**src/rtl/rv32i_fetch_stage.sv**
```systemverilog
// RV32I instruction-fetch stage: owns the PC register and provides PC+4.
// Optional FETCH_MISALIGN_CHECK_EN adds a registered MisalignF flag for the loaded PC.
module rv32i_fetch_stage #(
    parameter int unsigned      DPW      = 32,
    parameter logic [DPW-1:0]   RESET_PC = 32'h0000_0000
) (
    input  logic           clk,
    input  logic           rst,
    input  logic           FlushF,
    input  logic           stallF,
    input  logic [DPW-1:0] PCNext,
`ifdef FETCH_MISALIGN_CHECK_EN
    output logic           MisalignF,
`endif
    output logic [DPW-1:0] PCF,
    output logic [DPW-1:0] PCPlus4F
);

    // Redirect beats stall; an unasserted load leaves PCF untouched even if PCNext is X.
    logic load_pc;

    always_comb begin
        load_pc = FlushF || !stallF;
    end

    always_ff @(posedge clk or posedge rst) begin
        if (rst) begin
            PCF <= RESET_PC;
        end else if (load_pc) begin
            PCF <= PCNext;
        end
    end

`ifdef FETCH_MISALIGN_CHECK_EN
    always_ff @(posedge clk or posedge rst) begin
        if (rst) begin
            MisalignF <= 1'b0;
        end else if (load_pc) begin
            MisalignF <= |PCNext[1:0];
        end
    end
`endif

    always_comb begin
        PCPlus4F = PCF + DPW'(4);
    end

endmodule

```
**config.mk**
```make
export PLATFORM = sky130hd
export DESIGN_NAME = rv32i_fetch_stage
export DESIGN_NICKNAME = d
export VERILOG_FILES = /design/src/rtl/rv32i_fetch_stage.sv
export SDC_FILE = /design/constraint.sdc
export NUM_CORES = 1
export LEC_CHECK = 0
export ABC_AREA = 1
export CORE_MARGIN = 8
export CORE_UTILIZATION = 44
export DETAILED_ROUTE_END_ITERATION = 8
export PLACE_DENSITY = 0.85
export SYNTH_ARGS = -nofsm -noshare
export SYNTH_HDL_FRONTEND = slang
export SYNTH_SLANG_ARGS = --single-unit
```
**constraint.sdc**
```tcl
create_clock -name clk -period 2.4 [get_ports clk]
set_input_delay 0.24 -clock clk [delete_from_list [all_inputs] [get_ports clk]]
set_output_delay 0.24 -clock clk [all_outputs]
set_load 0.01 [all_outputs]
```
==> flow_summary.json <==
{
  "outcome": "completed",
  "place_ws_ns": 0.338,
  "post_synth.cell_area_avg_um2": 7.87,
  "cp-end-kind": "primary output",
  "reg_top3": "PCF x32",
  "skew_ns": 0,
  "max_slew_margin_pct": 71.9,
  "worstMarginPinSlew_ns": 0.422,
  "fin_tns_setup_ns": 0,
  "ir_worst_vdd_mv": 0.363,
  "grt_pass1_wl_um": 10300,
  "die-area_um2": 7270,
  "area_delta_synth_final_pct": 55.3,
  "worst_ep_arrival_time_ns": 2.06,
  "drc": 0,
  "startpoint_type": "flip-flop",
  "final_cell_mix": "92 x clkdlybuf4s50_1, 91 x nand2_1, 28 x dfrtp_1",
  "worstSetupPathType": "reg -> out",
  "die_h_um": 85.2,
  "period_share_pct": 95.9,
  "synthTopCellsByArea": "dfrtp_1 38%, nand2_1 16%, mux2_2 8.0%",
  "cts_made_buffers": 5,
  "yosys.area_share.simple_pct": 36.2,
  "routabilityCongestion": 0.901,
  "muxShareOfSynthArea_pct": 8.01,
  "ys_seq_area_share_pct": 38.0,
  "grt_pass1_vias": 2148,
  "drive_gt1_share_pct": 14.0,
  "cts_max_level": 2,
  "vias": 2083,
  "drtIter0Drc": 86,
  "crit_family": "buffers and inverters",
  "largest_reg_flops": 32,
  "postRouteAntennaNets": 0,
  "routedWlPerCell_um": 15.0,
  "synthAdderAreaFrac_pct": 0.593,
  "start_util_pct": 45.3,
  "max_cap_violations": 0,
  "rows": 25,
  "dp.final_hpwl_um": 5030,
  "top_register": "PCF",
  "crit_path_max_fanout": 5,
  "power.total_mw": 1.57,
  "synth_xor_area_share_pct": 6.58,
  "grt_use_total_pct": 17.8,
  "ys_ff_latch": 32,
  "cp_slowest_cell": "clkdlybuf4s50_1",
  "layout_commonest_cell": "clkdlybuf4s50_1",
  "syn_inst": 268,
  "gr-total-overflow": 0,
  "hold_violations": 0,
  "avgViaCountPerCell": 4.89,
  "crit_buf_inv": 1,
  "ctsHoldBuffers": 0,
  "cp_cell_sequence": "ha_2 -> nand2_2 -> nor2_8 -> nand2_8 -> nor2_8 -> xor2_2 -> clkdlybuf4s50_1",
  "path_clk_slew_ns": 0.07,
  "ios": 100,
  "yosysTopAreaCellShare_pct": 38.0,
  "syn-cell-area_um2": 2110,
  "drt-pass1-iter-count": 4,
  "ys_types": 24,
  "nNetsFinal": 408,
  "synth_top_family_by_area": "simple AND/OR/NAND/NOR gates",
  "hold_path.class": "in -> async",
  "root_buffer": "clkbuf_8",
  "die_w_um": 85.2,
  "power_leakage_nw": 1.54,
  "cts_tree": "done",
  "setup_ws_ns": 0.0990,
  "fmax_ghz": 0.435,
  "power_density_nw_per_um2": 480,
  "synth_fp_nets": 305,
  "slowest_delay_ns": 0.55,
  "cts.sinks": 32,
  "core_area_um2": 4660,
  "num_antenna_cells": 0,
  "antenna_found_initial": 0,
  "routed_wl_um": 6380,
  "cp_common_cell": "nor2_8",
  "portBuffers": 99,
  "synth_top_area_cell": "dfrtp_1",
  "grt_max_degree": 37,
  "synth_compound_area_share_pct": 4.27,
  "required_ns": 2.16,
  "yosys_warnings": 0,
  "finalSetupViolCount": 0,
  "fin_crit_ns": 2.30,
  "insertion_delay_ns": 0.28,
  "slew_violations": 0,
  "clock_path_buffers": 2
}
[metal layers]
metal,global-route usage (%),wire length (um),vias up
li1,-,-,1035
met1,20.0,2560,966
met2,30.3,3150,76
met3,6.56,583,6
met4,6.15,85,0
met5,0,0,-
[worst paths after layout]
path,from,to,slack [ns],depth (start not counted)
worst max-delay path,PCF[3]$_DFFE_PP0P_,PCPlus4F[18],0.1,7
worst min-delay path,rst,PCF[15]$_DFFE_PP0P_,0.37,3
worst max register to register,PCF[4]$_DFFE_PP0P_,PCF[4]$_DFFE_PP0P_,1.55,1
worst min register to register,PCF[1]$_DFFE_PP0P_,PCF[1]$_DFFE_PP0P_,0.54,1
max in group asynchronous,rst,PCF[19]$_DFFE_PP0P_,1.71,3
min in group clk,PCNext[26],PCF[26]$_DFFE_PP0P_,0.52,3
[final cells by class]
cell class                 count  area [um2]
clock buffer                   8        90.1
fill                         385        1390
inverter                      26        97.6
multi-input combinational    203        1180
sequential                    32         806
tap                           54        67.6
timing repair buffer         103        1040
[cells in the mapped netlist (all sizes together)]
cell type  count
clkbuf         2
nand3b         1
nor2          39
mux2          15
o21ai         18
nand2         99
nand3         12
ha             1
xor2          12
xnor2          3
inv           26
buf            5
nand4          1
dfrtp         32
and2           2
[through the flow]
stage          hold WS, ns  instances  area, um2  utilization, %
6_report             0.367        426       3280            70.3
5_1_grt              0.388        426       3280            70.3
4_1_cts              0.379        425       3240            69.6
3_5_place_dp         0.521        417       3150            67.7
3_3_place_gp         0.517        417       3150            67.7
2_1_floorplan        0.356        268       2110               -
[worst min-delay path: stages]
cell             delay (ns)
clkdlybuf4s50_1        0.40
inv_1                  0.05
buf_4                  0.37
[kinds of logic after synthesis]
logic type / after synthesis
AND/OR/NAND/NOR: 154
buffers and inverters: 33
flip-flops: 32
AO/OA/AOI/OAI: 18
XOR/XNOR: 15
multiplexers: 15
adder cells (fa/ha/maj): 1
[power breakdown]
part	internal (mW)	switching, mW	total, mW
sequential	0.586	0.0656	0.652
combinational	0.278	0.215	0.493
clock	0.234	0.194	0.428
[what timing repair did]
action / 4_1_cts / 5_1_grt
endpoints found under the setup margin: 0 / 14
buffers inserted: 0 / 1
endpoints found under the hold margin: 0 / 0
resized for setup: 0 / 12
Note: power is estimated with default switching activity, not from simulation.
